==> src/rtl/mem_ctrl_pkg.sv <==
// -----------------------------------------------------------------------------
// mem_ctrl_pkg
//   Shared definitions for the memory-stage controller: the access FSM state
//   encoding, the default access timeout, widths, and a small decode helper.
// -----------------------------------------------------------------------------
package mem_ctrl_pkg;

    // Access sequencing states.
    //   IDLE : waiting for a load/store in the EX/MEM buffer
    //   REQ  : request held on the memory bus until ack or timeout
    //   DONE : one-cycle completion slot, buffer allowed to advance
    //   ERR  : one-cycle abandon slot after a timeout
    typedef enum logic [1:0] {
        IDLE = 2'd0,
        REQ  = 2'd1,
        DONE = 2'd2,
        ERR  = 2'd3
    } state_e;

    // Maximum REQ cycles without an ack; legal range 1..255.
    localparam int unsigned TIMEOUT_DEF = 15;

    // Timeout counter width; large enough for any legal TIMEOUT.
    localparam int CNT_W = 8;

    // Default data/address width.
    localparam int unsigned DATA_W_DEF = 32;

    // A buffer entry needs the memory when it is a load or a store.
    function automatic logic needs_access(input logic is_read, input logic is_write);
        return is_read | is_write;
    endfunction

endpackage : mem_ctrl_pkg

==> src/rtl/mem_access_ctrl_if.sv <==
// -----------------------------------------------------------------------------
// mem_access_ctrl_if
//   Request/acknowledge bus between the memory-stage controller and the data
//   memory. Signal names keep the controller's point of view (_o driven by the
//   controller, _i driven by the memory).
//
//   memReq_o   : request, held high for the whole access
//   memWe_o    : 1 = write, 0 = read; valid with memReq_o
//   memAddr_o  : access address, stable while memReq_o is high
//   memWdata_o : store data, stable while memReq_o is high
//   memAck_i   : single-cycle completion pulse from the memory
//   memRdata_i : read data, valid with memAck_i
//
//   Modports: master = controller side, slave = memory side.
// -----------------------------------------------------------------------------
interface mem_access_ctrl_if #(
    parameter int unsigned DATA_W = 32
) ();

    logic              memReq_o;
    logic              memWe_o;
    logic [DATA_W-1:0] memAddr_o;
    logic [DATA_W-1:0] memWdata_o;
    logic              memAck_i;
    logic [DATA_W-1:0] memRdata_i;

    modport master (
        output memReq_o,
        output memWe_o,
        output memAddr_o,
        output memWdata_o,
        input  memAck_i,
        input  memRdata_i
    );

    modport slave (
        input  memReq_o,
        input  memWe_o,
        input  memAddr_o,
        input  memWdata_o,
        output memAck_i,
        output memRdata_i
    );

endinterface : mem_access_ctrl_if

==> src/rtl/mem_timeout_ctr.sv <==
// -----------------------------------------------------------------------------
// mem_timeout_ctr
//   Counts cycles spent waiting for a memory ack and flags the cycle on which
//   the count reaches TIMEOUT.
//
//   clk_i     : rising-edge clock
//   rst_ni    : asynchronous active-low reset
//   clear_i   : restart the count at zero (new access starting)
//   enable_i  : one more cycle without an ack
//   expired_o : combinational; high on the enabled cycle whose increment
//               brings the count to TIMEOUT, so the request line is high for
//               exactly TIMEOUT cycles before the controller gives up
// -----------------------------------------------------------------------------
module mem_timeout_ctr
    import mem_ctrl_pkg::*;
#(
    parameter int unsigned TIMEOUT = TIMEOUT_DEF
) (
    input  logic clk_i,
    input  logic rst_ni,
    input  logic clear_i,
    input  logic enable_i,
    output logic expired_o
);

    // Count value held during the last permitted waiting cycle.
    localparam logic [CNT_W-1:0] LAST_CNT = CNT_W'(TIMEOUT - 1);

    logic [CNT_W-1:0] r_count;

    // NOTE: clocked state uses non-blocking assignments so every flop samples
    // the values present before the edge, independent of statement order.
    always_ff @(posedge clk_i or negedge rst_ni) begin
        if (!rst_ni) begin
            r_count <= '0;
        end else if (clear_i) begin
            r_count <= '0;
        end else if (enable_i) begin
            // After expiry the controller leaves REQ, so the count simply
            // parks at TIMEOUT until the next access clears it.
            r_count <= r_count + CNT_W'(1);
        end
    end

    assign expired_o = enable_i && (r_count == LAST_CNT);

endmodule : mem_timeout_ctr

==> src/rtl/mem_access_ctrl.sv <==
// -----------------------------------------------------------------------------
// mem_access_ctrl
//   Memory-stage controller behind the EX/MEM pipeline buffer. Turns the
//   buffered load/store into one request/ack transaction, stalls the pipeline
//   until it completes, abandons it after TIMEOUT cycles without an ack, and
//   resolves taken branches into a PC redirect plus flush.
//
//   clk_i        : rising-edge clock
//   rst_ni       : asynchronous active-low reset
//   memToRead_i  : load pending in EX/MEM buffer
//   memToWrite_i : store pending in EX/MEM buffer (wins over a load)
//   branch_i     : branch in EX/MEM buffer
//   zf_i         : ALU zero flag for that instruction
//   branchAddr_i : branch target
//   aluResult_i  : effective memory address
//   rtData_i     : store data
//   mem_bus      : request/ack bus to the data memory (master side)
//   stall_o      : hold PC and all pipeline buffers (combinational)
//   readData_o   : captured load data (registered)
//   readValid_o  : one-cycle pulse, readData_o valid
//   pcSrc_o      : taken branch, select branchAddr_i (combinational)
//   pcTarget_o   : equals branchAddr_i
//   flush_o      : flush IF/ID and ID/EX, equals pcSrc_o
//   memErr_o     : sticky timeout flag, cleared only by reset
// -----------------------------------------------------------------------------
module mem_access_ctrl
    import mem_ctrl_pkg::*;
#(
    parameter int unsigned TIMEOUT = TIMEOUT_DEF,
    parameter int unsigned DATA_W  = DATA_W_DEF
) (
    input  logic              clk_i,
    input  logic              rst_ni,

    input  logic              memToRead_i,
    input  logic              memToWrite_i,
    input  logic              branch_i,
    input  logic              zf_i,
    input  logic [DATA_W-1:0] branchAddr_i,
    input  logic [DATA_W-1:0] aluResult_i,
    input  logic [DATA_W-1:0] rtData_i,

    mem_access_ctrl_if.master mem_bus,

    output logic              stall_o,
    output logic [DATA_W-1:0] readData_o,
    output logic              readValid_o,
    output logic              pcSrc_o,
    output logic [DATA_W-1:0] pcTarget_o,
    output logic              flush_o,
    output logic              memErr_o
);

    // ------------------------------------------------------------------
    // State and registered outputs
    // ------------------------------------------------------------------
    state_e            r_state;
    state_e            w_state_nxt;

    logic              r_mem_req;
    logic              r_mem_we;
    logic [DATA_W-1:0] r_mem_addr;
    logic [DATA_W-1:0] r_mem_wdata;
    logic [DATA_W-1:0] r_read_data;
    logic              r_read_valid;
    logic              r_mem_err;

    logic              w_access;
    logic              w_issue;
    logic              w_ack;
    logic              w_ctr_clear;
    logic              w_ctr_enable;
    logic              w_expired;
    logic              w_stall;

    assign w_access = needs_access(memToRead_i, memToWrite_i);
    // An ack only means something while a request is on the bus.
    assign w_ack    = (r_state == REQ) && mem_bus.memAck_i;
    // A new access is only ever launched from IDLE; DONE and ERR let the
    // buffer advance first, so the same entry is never issued twice.
    assign w_issue  = (r_state == IDLE) && w_access;

    // ------------------------------------------------------------------
    // Timeout counter
    // ------------------------------------------------------------------
    assign w_ctr_clear  = w_issue;
    assign w_ctr_enable = (r_state == REQ) && !mem_bus.memAck_i;

    mem_timeout_ctr #(
        .TIMEOUT (TIMEOUT)
    ) u_timeout_ctr (
        .clk_i     (clk_i),
        .rst_ni    (rst_ni),
        .clear_i   (w_ctr_clear),
        .enable_i  (w_ctr_enable),
        .expired_o (w_expired)
    );

    // ------------------------------------------------------------------
    // FSM: state register
    // ------------------------------------------------------------------
    always_ff @(posedge clk_i or negedge rst_ni) begin
        if (!rst_ni) begin
            r_state <= IDLE;
        end else begin
            r_state <= w_state_nxt;
        end
    end

    // ------------------------------------------------------------------
    // FSM: next state and combinational outputs
    // ------------------------------------------------------------------
    // NOTE: every signal driven here gets a default first, so no path can
    // leave one unassigned and infer a latch.
    always_comb begin
        w_state_nxt = r_state;
        w_stall     = 1'b0;

        unique case (r_state)
            IDLE: begin
                if (w_access) begin
                    w_stall     = 1'b1;
                    w_state_nxt = REQ;
                end
            end
            REQ: begin
                w_stall = 1'b1;
                // Ack has priority, so an ack on the expiring cycle is a
                // success rather than a timeout.
                if (w_ack) begin
                    w_state_nxt = DONE;
                end else if (w_expired) begin
                    w_state_nxt = ERR;
                end
            end
            DONE: begin
                w_state_nxt = IDLE;
            end
            ERR: begin
                w_state_nxt = IDLE;
            end
            default: begin
                w_state_nxt = IDLE;
            end
        endcase
    end

    // ------------------------------------------------------------------
    // Request bus, captured data and error flag
    // ------------------------------------------------------------------
    // These are plain control/data registers, so all of them are reset;
    // an access abandoned by reset leaves no trace on the outputs.
    always_ff @(posedge clk_i or negedge rst_ni) begin
        if (!rst_ni) begin
            r_mem_req    <= 1'b0;
            r_mem_we     <= 1'b0;
            r_mem_addr   <= '0;
            r_mem_wdata  <= '0;
            r_read_data  <= '0;
            r_read_valid <= 1'b0;
            r_mem_err    <= 1'b0;
        end else begin
            // Request follows the state register exactly, but is its own
            // flop so the bus sees a clean registered level.
            r_mem_req    <= (w_state_nxt == REQ);
            // Pulses in the DONE cycle, and only for loads.
            r_read_valid <= w_ack && !r_mem_we;

            if (w_issue) begin
                r_mem_addr  <= aluResult_i;
                r_mem_wdata <= rtData_i;
                r_mem_we    <= memToWrite_i;
            end

            if (w_ack && !r_mem_we) begin
                r_read_data <= mem_bus.memRdata_i;
            end

            if (w_expired) begin
                r_mem_err <= 1'b1;
            end
        end
    end

    // ------------------------------------------------------------------
    // Outputs
    // ------------------------------------------------------------------
    assign mem_bus.memReq_o   = r_mem_req;
    assign mem_bus.memWe_o    = r_mem_we;
    assign mem_bus.memAddr_o  = r_mem_addr;
    assign mem_bus.memWdata_o = r_mem_wdata;

    assign stall_o     = w_stall;
    assign readData_o  = r_read_data;
    assign readValid_o = r_read_valid;
    assign memErr_o    = r_mem_err;

    // A branch cannot redirect while the pipeline is frozen: the buffer
    // entry has not been accepted yet and will be seen again.
    assign pcSrc_o    = branch_i && zf_i && !w_stall;
    assign flush_o    = pcSrc_o;
    assign pcTarget_o = branchAddr_i;

endmodule : mem_access_ctrl

==> src/flat_wrapper.sv <==
// flat-port wrapper written by rule: the top's interface ports become plain ports
module mem_access_ctrl_flat import mem_ctrl_pkg::*;
#(
    parameter int unsigned TIMEOUT = TIMEOUT_DEF,
    parameter int unsigned DATA_W  = DATA_W_DEF
)
  (clk_i, rst_ni, memToRead_i, memToWrite_i, branch_i, zf_i, branchAddr_i, aluResult_i, rtData_i, stall_o, readData_o, readValid_o, pcSrc_o, pcTarget_o, flush_o, memErr_o, mem_bus_memReq_o, mem_bus_memWe_o, mem_bus_memAddr_o, mem_bus_memWdata_o, mem_bus_memAck_i, mem_bus_memRdata_i);
  mem_access_ctrl_if #(.DATA_W(DATA_W)) mem_bus_i ();
  input  logic clk_i;
  input  logic rst_ni;
  input  logic memToRead_i;
  input  logic memToWrite_i;
  input  logic branch_i;
  input  logic zf_i;
  input  logic [DATA_W-1:0] branchAddr_i;
  input  logic [DATA_W-1:0] aluResult_i;
  input  logic [DATA_W-1:0] rtData_i;
  output logic stall_o;
  output logic [DATA_W-1:0] readData_o;
  output logic readValid_o;
  output logic pcSrc_o;
  output logic [DATA_W-1:0] pcTarget_o;
  output logic flush_o;
  output logic memErr_o;
  output wire logic [$bits(mem_bus_i.memReq_o)-1:0] mem_bus_memReq_o;
  output wire logic [$bits(mem_bus_i.memWe_o)-1:0] mem_bus_memWe_o;
  output wire logic [$bits(mem_bus_i.memAddr_o)-1:0] mem_bus_memAddr_o;
  output wire logic [$bits(mem_bus_i.memWdata_o)-1:0] mem_bus_memWdata_o;
  input wire logic [$bits(mem_bus_i.memAck_i)-1:0] mem_bus_memAck_i;
  input wire logic [$bits(mem_bus_i.memRdata_i)-1:0] mem_bus_memRdata_i;
  assign mem_bus_memReq_o = mem_bus_i.memReq_o;
  assign mem_bus_memWe_o = mem_bus_i.memWe_o;
  assign mem_bus_memAddr_o = mem_bus_i.memAddr_o;
  assign mem_bus_memWdata_o = mem_bus_i.memWdata_o;
  assign mem_bus_i.memAck_i = mem_bus_memAck_i;
  assign mem_bus_i.memRdata_i = mem_bus_memRdata_i;
  mem_access_ctrl #(.TIMEOUT(TIMEOUT), .DATA_W(DATA_W)) u_core (.clk_i(clk_i), .rst_ni(rst_ni), .memToRead_i(memToRead_i), .memToWrite_i(memToWrite_i), .branch_i(branch_i), .zf_i(zf_i), .branchAddr_i(branchAddr_i), .aluResult_i(aluResult_i), .rtData_i(rtData_i), .mem_bus(mem_bus_i), .stall_o(stall_o), .readData_o(readData_o), .readValid_o(readValid_o), .pcSrc_o(pcSrc_o), .pcTarget_o(pcTarget_o), .flush_o(flush_o), .memErr_o(memErr_o));
endmodule
==> config.mk <==
export PLATFORM = sky130hd
export DESIGN_NAME = mem_access_ctrl_flat
export DESIGN_NICKNAME = d
export VERILOG_FILES = /design/src/rtl/mem_ctrl_pkg.sv /design/src/rtl/mem_access_ctrl_if.sv /design/src/rtl/mem_timeout_ctr.sv /design/src/rtl/mem_access_ctrl.sv /design/src/flat_wrapper.sv
export SDC_FILE = /design/constraint.sdc
export NUM_CORES = 1
export LEC_CHECK = 0
export BUFFER_PORTS_ARGS = -buffer_cell sky130_fd_sc_hd__buf_4
export CORE_ASPECT_RATIO = 0.75
export CORE_MARGIN = 8
export CORE_UTILIZATION = 45
export DETAILED_ROUTE_END_ITERATION = 7
export HOLD_SLACK_MARGIN = 0.1
export PLACE_DENSITY = 0.83
export SYNTH_ARGS = -nofsm -noshare
export SYNTH_HDL_FRONTEND = slang
export SYNTH_SLANG_ARGS = --single-unit
==> constraint.sdc <==
create_clock -name clk_i -period 2.5 [get_ports clk_i]
set_input_delay 0.25 -clock clk_i [delete_from_list [all_inputs] [get_ports clk_i]]
set_output_delay 0.25 -clock clk_i [all_outputs]
set_load 0.005 [all_outputs]
# Word-level counts from Yosys, hierarchy flattened

Cells that the tools add are included.

Register bits after elaboration: 110
Memory bits (writable): 0
Latch bits: 0
Memories kept: 0
Input bits: 135
Memory bits (read-only): 0

Shift-type cells: 0
Equal/unequal tests: 5
Divide/modulo/power cells: 0
Mux-type cells: 8
$add $sub $neg: 1
Bitwise logic cells: 1
Multipliers: 0
Reductions and logical operators: 13
Magnitude comparators: 0

Operator list:

| kind                | number |
|---|---|
| $mux 8              | 2 |
| $add 8x1->8 const B | 1 |
| $eq 8x4->1 const B  | 1 |
| $logic_and 1x1->1   | 7 |
| $mux 2              | 3 |
| $pmux 2 s3          | 1 |
| $eq 2x1->1 const B  | 2 |
| $eq 2x2->1 const B  | 2 |
| $logic_not 1->1     | 3 |
| $logic_not 2->1     | 1 |
| $pmux 1 s2          | 1 |
| $reduce_bool 2->1   | 1 |
| $reduce_or 2->1     | 1 |
| $mux 1              | 1 |
| $or 1x1->1          | 1 |

# Logic depth before layout (Yosys ltp)

Gate-level depths: netlist (run 1).

Word-level depth: 7
Gate-level depth with buffers: 5

# Cells and area by module

A second synthesis (run 1) with hierarchy kept.

Cells, all modules: 299
Area, all modules: 4499.3 um^2

By module, submodules not included:

| module          | cells an instance | sequential area each (um^2) | area an instance (um^2) | instances |
|---|---|---|---|---|
| mem_access_ctrl | 258               | 2552.4                      | 4088.9                  | 1 |
| mem_timeout_ctr | 41                | 200.2                       | 410.4                   | 1 |

# Worst setup path after synthesis (run 1)

No wires, ideal clock.

Path kind: register -> register
Start point: register u_core.u_timeout_ctr.r_count[0]
End point: register u_core.r_mem_req (netlist: u_core.mem_bus.memReq_o)
Cell stages (with the launch flop): 6
Arrival time: 1.493 ns
Required time: 2.365 ns
Path slack: 0.872 ns
Cell sequence: dfrtp_1 > inv_1 > ha_1 > or4b_2 > nor3_1 > o21ai_0

Longest elaborated chain between the ends: 6

Ends and longest elaborated chain:

| item                   | RTL line               | text |
|---|---|---|
| from (decl)            | mem_timeout_ctr.sv:29  | `logic [CNT_W-1:0] r_count;` |
| from (signal assigned) | mem_timeout_ctr.sv:41  | `r_count <= r_count + CNT_W'(1);` |
| $eq 8x4->1             | mem_timeout_ctr.sv:45  | `assign expired_o = enable_i && (r_count == LAST_CNT);` |
| $logic_and 1x1->1      | mem_timeout_ctr.sv:45  |  |
| $mux 2                 | mem_access_ctrl.sv:132 | `end else if (w_expired) begin` |
| $mux 2                 | mem_access_ctrl.sv:130 | `if (w_ack) begin` |
| $pmux 2 s3             | mem_access_ctrl.sv:119 | `unique case (r_state)` |
| $eq 2x1->1             | mem_access_ctrl.sv:165 | `r_mem_req <= (w_state_nxt == REQ);` |
| to (signal assigned)   | mem_access_ctrl.sv:165 |  |
| to (decl)              | mem_access_ctrl.sv:60  | `logic r_mem_req;` |

No other way between the ends.
A chain may end at the register's enable or synchronous reset.

# Worst setup path after layout (run 1)

Same ends and word-level chain as after synthesis.

==> results of run 1 <==
-- through the flow --
step                      hold slack (ns)  util, %  area (µm²)  cells  total power (µW)
after detailed placement            0.292     61.1        5920    599              6280
after CTS                           0.121     64.2        6220    615              7690
after global routing                0.119     64.2        6220    615              8060
after global placement              0.280     61.1        5920    599              6140
final                               0.131     64.2        6220    615              7550
after floorplan                   -0.0456        -        4490    304              4500
-- metal layers --
metal	wire (µm)	vias to the layer above	part of all wire [%]
met5	0	-	0
met2	5400	147	48
li1	-	1380	-
met3	1550	22	14
met4	157	0	1.4
met1	4100	1441	37
-- registers in the layout, indices dropped and copies added, names as in the netlist --
signal                        count
u_core.u_timeout_ctr.r_count      8
u_core.mem_bus.memWe_o            1
u_core.mem_bus.memAddr_o         32
u_core.readData_o                32
u_core.readValid_o                1
u_core.memErr_o                   1
u_core.mem_bus.memReq_o           1
u_core.r_state                    2
u_core.mem_bus.memWdata_o        32
-- synthesized netlist by cell type --
library cell,count
buf_2,6
or3_1,3
nor2b_1,1
o31ai_1,1
nand3_1,3
nor3_1,3
or4b_2,1
mux2_2,91
a21o_1,1
nand2_1,6
buf_4,39
mux2_1,6
or4_1,1
or2_2,2
nor3b_1,1
mux2i_1,2
inv_1,2
a21oi_1,5
nor2_1,4
o21a_1,1
and3b_1,1
nor4_2,1
ha_1,2
nor2_4,1
o21bai_1,1
nand2b_1,1
dfrtp_1,110
or3b_1,1
o21ai_0,6
xnor2_1,1
-- critical path, cell delays in order, from the launching register on --
cell	delay (ns)
dfrtp_1	0.44
inv_1	0.08
ha_1	0.13
or4b_2	0.57
nor3_1	0.31
o21ai_0	0.15
-- final cells by class --
class / count / area share [%]
inverter: 2 / 0.121
tap: 132 / 2.65
sequential: 110 / 44.2
clock inverter: 4 / 0.764
multi-input combinational: 147 / 22.6
clock buffer: 11 / 3.90
timing repair buffer: 209 / 25.7
-- kinds of logic (layout without fill, tap and decap cells) --
group,count (synthesis),count (layout)
adder cells (fa/ha/maj),2,2
multiplexers,99,99
buffers and inverters,47,226
AND/OR/NAND/NOR,30,30
XOR/XNOR,1,1
flip-flops,110,110
AO/OA/AOI/OAI,15,15
-- repair_timing --
| action | 4_1_cts | 5_1_grt |
|---|---|---|
| hold endpoints to repair | 46 | 0 |
| hold buffers | 1 | 0 |
| gates resized for setup | 0 | 0 |
| buffers inserted | 0 | 0 |
| endpoints found under the setup margin | 0 | 0 |
-- power by group --
part | switching [µW] | internal (µW)
combinational | 1110 | 1970
sequential | 461 | 2630
clock | 580 | 795
total | 2150 | 5400
-- worst max path at each step --
stage                                                endpoint  slack (ns)
finish                      u_core.mem_bus.memReq_o$_DFF_PN0_        0.70
global route                u_core.mem_bus.memReq_o$_DFF_PN0_        0.59
CTS                         u_core.mem_bus.memReq_o$_DFF_PN0_        0.67
detailed placement          u_core.mem_bus.memReq_o$_DFF_PN0_        0.68
global placement    u_core.mem_bus.memWdata_o[21]$_DFFE_PN0P_        0.79
floorplan                   u_core.mem_bus.memReq_o$_DFF_PN0_        0.87
==> impl_metrics.env, run 1 <==
export IMPL_max_cap_violations=0
export IMPL_min_path_type="primary input to flip-flop"
export IMPL_std_cell_rows=31
export IMPL_overflow=0
export IMPL_drtIter0Drc=72
export IMPL_die_w_um=131
export IMPL_place_congestion=0.777
export IMPL_cts_root_buf="clkbuf_16"
export IMPL_postSynthAreaPerCell_um2=14.8
export IMPL_top_usage_layer="met2"
export IMPL_max_slew_margin_rel_pct=60.4
export IMPL_reg2reg_setup_slack_ns=0.70
export IMPL_leakagePower_uw=0.00294
export IMPL_synthAdderAreaFrac_pct=0.557
export IMPL_min_period_over_period_pct=72.1
export IMPL_synth_compound_area_share_pct=1.89
export IMPL_fin_crit_ns=1.80
export IMPL_vias_per_cell=4.86
export IMPL_start_util_pct=46.3
export IMPL_irDropWorstVdd_uv=731
export IMPL_syn2layout_area_growth_pct=38.5
export IMPL_dp_hpwl_um=8830
export IMPL_worstMarginPinSlew_ns=0.593
export IMPL_fmax_ghz=0.555
export IMPL_critPathKind="flip-flop to flip-flop"
export IMPL_wl_per_cell_um=18.2
export IMPL_p_per_area_nw_per_um2=1210
export IMPL_critical_path_max_fanout=5
export IMPL_dieArea_um2=13500
export IMPL_syn_nets=441
export IMPL_cts_tree="yes"
export IMPL_synth_top_family_by_area="multiplexers"
export IMPL_ctsHtreeMaxLevel=3
export IMPL_setup_viol_count_final=0
export IMPL_nFillCells=753
export IMPL_startpoint_type="flip-flop"
export IMPL_multi_input_area_um2=1410
export IMPL_fin_nets=616
export IMPL_grt_pass1_wl_um=17300
export IMPL_vias=2990
export IMPL_synth_top_area_cell="dfrtp_1"
export IMPL_hold_viol=0
export IMPL_fp_dieH_um=103
export IMPL_required_ns=2.70
export IMPL_yosys_area_share_simple_pct=3.96
export IMPL_grt_pass1_vias=3310
export IMPL_io_pin_count=270
export IMPL_io_buffers=205
export IMPL_clk_pin_slew_ns=0.07
export IMPL_synth_xor_area_share_pct=0.195
export IMPL_clk_latency_ns=0.33
export IMPL_layout_common_cells="206 x buf_4, 110 x dfrtp_1, 91 x mux2_2"
export IMPL_layout_commonest_cell="buf_4"
export IMPL_pre_cts_ws_ns=0.684
export IMPL_wl_um=11200
export IMPL_synth_area_um2=4490
export IMPL_clk_path_buf_depth=2
export IMPL_final_setup_skew_ns=0.00634
export IMPL_regArea_um2=2750
export IMPL_drc=0
export IMPL_antenna_found_initial=0
export IMPL_antenna_cells=0
export IMPL_ys_seq_elements=110
export IMPL_grt_use_total_pct=16.3
export IMPL_end_kind="flip-flop"
export IMPL_worstHoldEndpoint="u_core.mem_bus.memWdata_o[27]$_DFFE_PN0P_"
export IMPL_use_met3_pct=11.0
export IMPL_ant_nets=0
export IMPL_slew_violations=0
export IMPL_rr_endpoint="u_core.mem_bus.memReq_o$_DFF_PN0_"
export IMPL_synth_cells=304
export IMPL_ys_types=30
export IMPL_cp_startpoint="u_core.u_timeout_ctr.r_count[0]$_DFFE_PN0P_"
export IMPL_grt_met2_usage_pct=27.6
export IMPL_synth_mux_area_share_pct=24.8
export IMPL_met1_usage_pct=16.4
export IMPL_synth_top_area_share_pct=61.3
export IMPL_status="finished, final reports clean"
export IMPL_crit_arrival_ns=2.00
export IMPL_rsz0062_at_grt="no"
export IMPL_drtPass1Iterations=4
export IMPL_synth_warnings=0
export IMPL_fin_ws_ns=0.697
export IMPL_clock_sinks=110
export IMPL_worstReg2RegStart="u_core.u_timeout_ctr.r_count[0]$_DFFE_PN0P_"
export IMPL_hp_start="rtData_i[27]"
export IMPL_ys_seq_area_share_pct=61.3
export IMPL_core_area_um2=9700
export IMPL_tns_ns=0
export IMPL_cts_buffers_inserted=9
export IMPL_r2r_cells=5
export IMPL_drive_gt1_share_pct=65.8
export IMPL_synthTopCellsByArea="dfrtp_1 61%, mux2_2 23%, buf_4 6.5%, mux2_1 1.5%, buf_2 0.67%"
export IMPL_holdPathStages=2
export IMPL_grt_max_degree=72
Note: power is estimated with default switching activity, not from simulation.
==> run 2, diff against run 1 <==
--- a/config.mk
+++ b/config.mk
@@ -5,13 +5,14 @@
 export SDC_FILE = /design/constraint.sdc
 export NUM_CORES = 1
 export LEC_CHECK = 0
+export ABC_AREA = 1
 export BUFFER_PORTS_ARGS = -buffer_cell sky130_fd_sc_hd__buf_4
 export CORE_ASPECT_RATIO = 0.75
 export CORE_MARGIN = 8
-export CORE_UTILIZATION = 45
+export CORE_UTILIZATION = 39
 export DETAILED_ROUTE_END_ITERATION = 7
 export HOLD_SLACK_MARGIN = 0.1
-export PLACE_DENSITY = 0.83
+export PLACE_DENSITY = 0.76
 export SYNTH_ARGS = -nofsm -noshare
 export SYNTH_HDL_FRONTEND = slang
 export SYNTH_SLANG_ARGS = --single-unit
==> constraint.sdc (replaced) <==
create_clock -name clk_i -period 1.6 [get_ports clk_i]
set_input_delay 0.16 -clock clk_i [delete_from_list [all_inputs] [get_ports clk_i]]
set_output_delay 0.16 -clock clk_i [all_outputs]
set_load 0.005 [all_outputs]
==> run 2 against run 1 <==
Register-to-register slack worse by 0.48 ns. Die area rose by 16%. Highest routed layer unchanged. Setup slack got worse by 0.60 ns.
==> impl_metrics.env, run 2 <==
export IMPL_max_slew_margin_rel_pct=61.1
export IMPL_async_reset_ff_share_pct=100
export IMPL_dieArea_um2=15600
export IMPL_clock_sinks=110
export IMPL_drive_gt1_share_pct=30.0
export IMPL_clk_latency_ns=0.35
export IMPL_grt_max_degree=111
export IMPL_min_path_type="primary input to flip-flop"
export IMPL_startpoint_type="primary input"
export IMPL_die_w_um=142
export IMPL_ctsHtreeMaxLevel=3
export IMPL_overflow=0
export IMPL_r2r_cells=6
export IMPL_placed_cells=852
export IMPL_cts_buffers_inserted=9
export IMPL_drtIter0Drc=210
export IMPL_worstReg2RegStart="u_core.r_state[1]$_DFF_PN0_"
export IMPL_rr_endpoint="u_core.mem_bus.memAddr_o[26]$_DFFE_PN0P_"
export IMPL_critical_path_top_delay_family="buffers and inverters"
export IMPL_synth_top_family_by_area="simple AND/OR/NAND/NOR gates"
export IMPL_synth_top_area_share_pct=59.7
export IMPL_cp_startpoint="memToWrite_i"
export IMPL_core_area_um2=11600
export IMPL_synth_cells=533
export IMPL_p_int_uw=7830
export IMPL_fin_nets=936
export IMPL_cp_depth=8
export IMPL_synth_xor_area_share_pct=0
export IMPL_fin_crit_ns=1.50
export IMPL_netlist_top_cells_count="316 x nand2_1, 110 x dfrtp_1, 46 x buf_4, 12 x nor2_1, 11 x inv_1"
export IMPL_antenna_found_initial=0
export IMPL_layout_cells_non_filler=967
export IMPL_synth_edf_count=0
export IMPL_synth_area_um2=4610
export IMPL_p_sw_share_pct=35.3
export IMPL_cp_cell_sequence="dlygate4sd3_1 > buf_4 > inv_2 > nand2_2 > nand2_4 > nand2_2 > nor2_2 > buf_4"
export IMPL_dp_hpwl_um=9520
export IMPL_synth_mux_area_share_pct=0
export IMPL_io_pin_count=270
export IMPL_vias=4462
export IMPL_postSynthAreaPerCell_um2=8.65
export IMPL_p_per_area_nw_per_um2=1650
export IMPL_ys_seq_elements=110
export IMPL_start_util_pct=39.8
export IMPL_slew_violations=0
export IMPL_required_ns=1.44
export IMPL_fin_ws_ns=0.0977
export IMPL_cts_root_buf="clkbuf_16"
export IMPL_ant_nets=0
export IMPL_layout_common_cells="313 x nand2_1, 207 x buf_4, 110 x dfrtp_1"
export IMPL_irDropWorstVdd_uv=997
export IMPL_setup_viol_count_final=0
export IMPL_status="finished, final reports clean"
export IMPL_drc=0
export IMPL_layout_commonest_cell="nand2_1"
export IMPL_synth_compound_area_share_pct=0.923
export IMPL_ys_types=21
export IMPL_syn2layout_area_growth_pct=59.1
export IMPL_crit_arrival_ns=1.34
export IMPL_final_setup_skew_ns=0.00839
export IMPL_io_buffers=205
export IMPL_power_uw=12100
export IMPL_cp_endpoint="pcSrc_o"
export IMPL_slowest_stage="dlygate4sd3_1"
export IMPL_fmax_ghz=0.666
export IMPL_wl_um=14900
export IMPL_rsz0062_at_grt="no"
export IMPL_synthAdderAreaFrac_pct=0.543
export IMPL_synthFlopType="dfrtp_1"
export IMPL_grt_pass1_vias=4701
export IMPL_critPathKind="primary input to output pin"
export IMPL_std_cell_rows=34
export IMPL_fp_dieH_um=110
export IMPL_end_kind="output pin"
export IMPL_leakagePower_uw=0.00398
export IMPL_slowest_delay_ns=0.53
export IMPL_seqPwrFrac_pct=39.7
export IMPL_grt_use_total_pct=18.8
export IMPL_synthTopCellsByArea="dfrtp_1 60%, nand2_1 26%, buf_4 7.5%, buf_6 0.98%, nor2_1 0.98%"
export IMPL_synth_top_area_cell="dfrtp_1"
export IMPL_cts_setup_buffers=0
export IMPL_worst_path_buf_inv=4
export IMPL_grt_pass1_wl_um=23400
export IMPL_critical_path_max_fanout=5
export IMPL_vias_per_cell=4.61
export IMPL_yosysMostFrequentCell="nand2_1"
export IMPL_clk_pin_slew_ns=0.07
export IMPL_drtPass1Iterations=4
export IMPL_p_comb_share_pct=41.5
export IMPL_synth_warnings=0
export IMPL_clk_path_buf_depth=2
export IMPL_clkPwrFrac_pct=18.8
export IMPL_reg2reg_setup_slack_ns=0.22
export IMPL_cts_tree="yes"
export IMPL_syn_nets=670
export IMPL_power_switching_uw=4270
export IMPL_worstMarginPinSlew_ns=0.584
export IMPL_ys_seq_area_share_pct=59.7
export IMPL_tns_ns=0
export IMPL_pre_cts_ws_ns=0.226
export IMPL_wl_per_cell_um=15.4
export IMPL_min_period_over_period_pct=93.9
export IMPL_max_cap_violations=0
export IMPL_hold_viol=0
export IMPL_place_congestion=0.812
export IMPL_yosys_area_share_simple_pct=28.7
==> run 2: changes by cell type in the layout (fill, tap and decap cells not counted), sizes merged, moves of 3 or more <==
cell         change
buf              +3
nor2            +10
dlygate4sd3     +97
inv             +14
mux2            -97
nand2          +312
or3              -3
==> run 2: stage by stage <==
stage / util (%) / cell area (µm²) / hold slack [ns]
CTS: 63.2 / 7320 / 0.123
detailed placement: 52.1 / 6030 / 0.285
floorplan: - / 4610 / -0.136
global route: 63.4 / 7330 / 0.135
global placement: 52.1 / 6030 / 0.273
finish: 63.4 / 7340 / 0.150
==> run 2: power groups by stage <==
stage,clock [µW],combinational (µW),sequential [µW]
3_5_place_dp,0,4820,4780
4_1_cts,2360,5000,4770
2_1_floorplan,0,2120,4790
5_1_grt,2470,5610,4940
6_report,2270,5020,4810
3_3_place_gp,0,4650,4760
==> run 2: logic make-up (layout without fill, tap and decap cells) <==
logic type                 after synthesis  after routing
AOI/OAI and AO/OA                        8              8
other                                    0              1
buffers and inverters                   69            340
adders and majority gates                2              2
DFF                                    110            110
and+or+nand+nor                        344            344
==> run 2: final cells by class <==
cell class	count	area, µm²
inverter	15	58.8
timing repair buffer	309	2610
antenna	1	2.50
sequential	110	2750
multi-input combinational	354	1410
clock buffer	10	239
tap	162	203
clock inverter	6	68.8
fill	923	4240
==> run 2: layer usage <==
layer  vias up  global-route usage, %  share of wire [%]
met4         0                   6.42                2.0
met3        29                   8.26                 10
met2       220                   32.4                 49
li1       2104                      -                  -
met1      2109                   20.8                 39
met5         -                      0                  0
==> run 2: how the worst min path moves through the flow <==
stage | end | cells past startpoint | start | slack (ns)
after global routing | u_core.r_state[1]$_DFF_PN0_ | 3 | mem_bus_memAck_i | 0.14
after global placement | u_core.mem_bus.memAddr_o[11]$_DFFE_PN0P_ | 2 | rst_ni | 0.27
after CTS | u_core.r_state[1]$_DFF_PN0_ | 3 | mem_bus_memAck_i | 0.12
after detailed placement | u_core.mem_bus.memAddr_o[8]$_DFFE_PN0P_ | 2 | rst_ni | 0.29
after floorplan | u_core.memErr_o$_DFFE_PN0P_ | 0 | rst_ni | -0.14
final | u_core.r_state[1]$_DFF_PN0_ | 3 | mem_bus_memAck_i | 0.15
==> run 2: worst register-to-register path: cells and delay by family, from the launching register on <==
kind | cells | cell delay (ns)
buf+inv | 2 | 0.42
flops | 1 | 0.40
simple gates | 4 | 0.51
==> run 2: repair_timing <==
item | CTS | global route
hold endpoints to repair | 207 | 0
gates resized for setup | 0 | 6
hold buffers | 98 | 0
setup endpoints to repair | 0 | 57
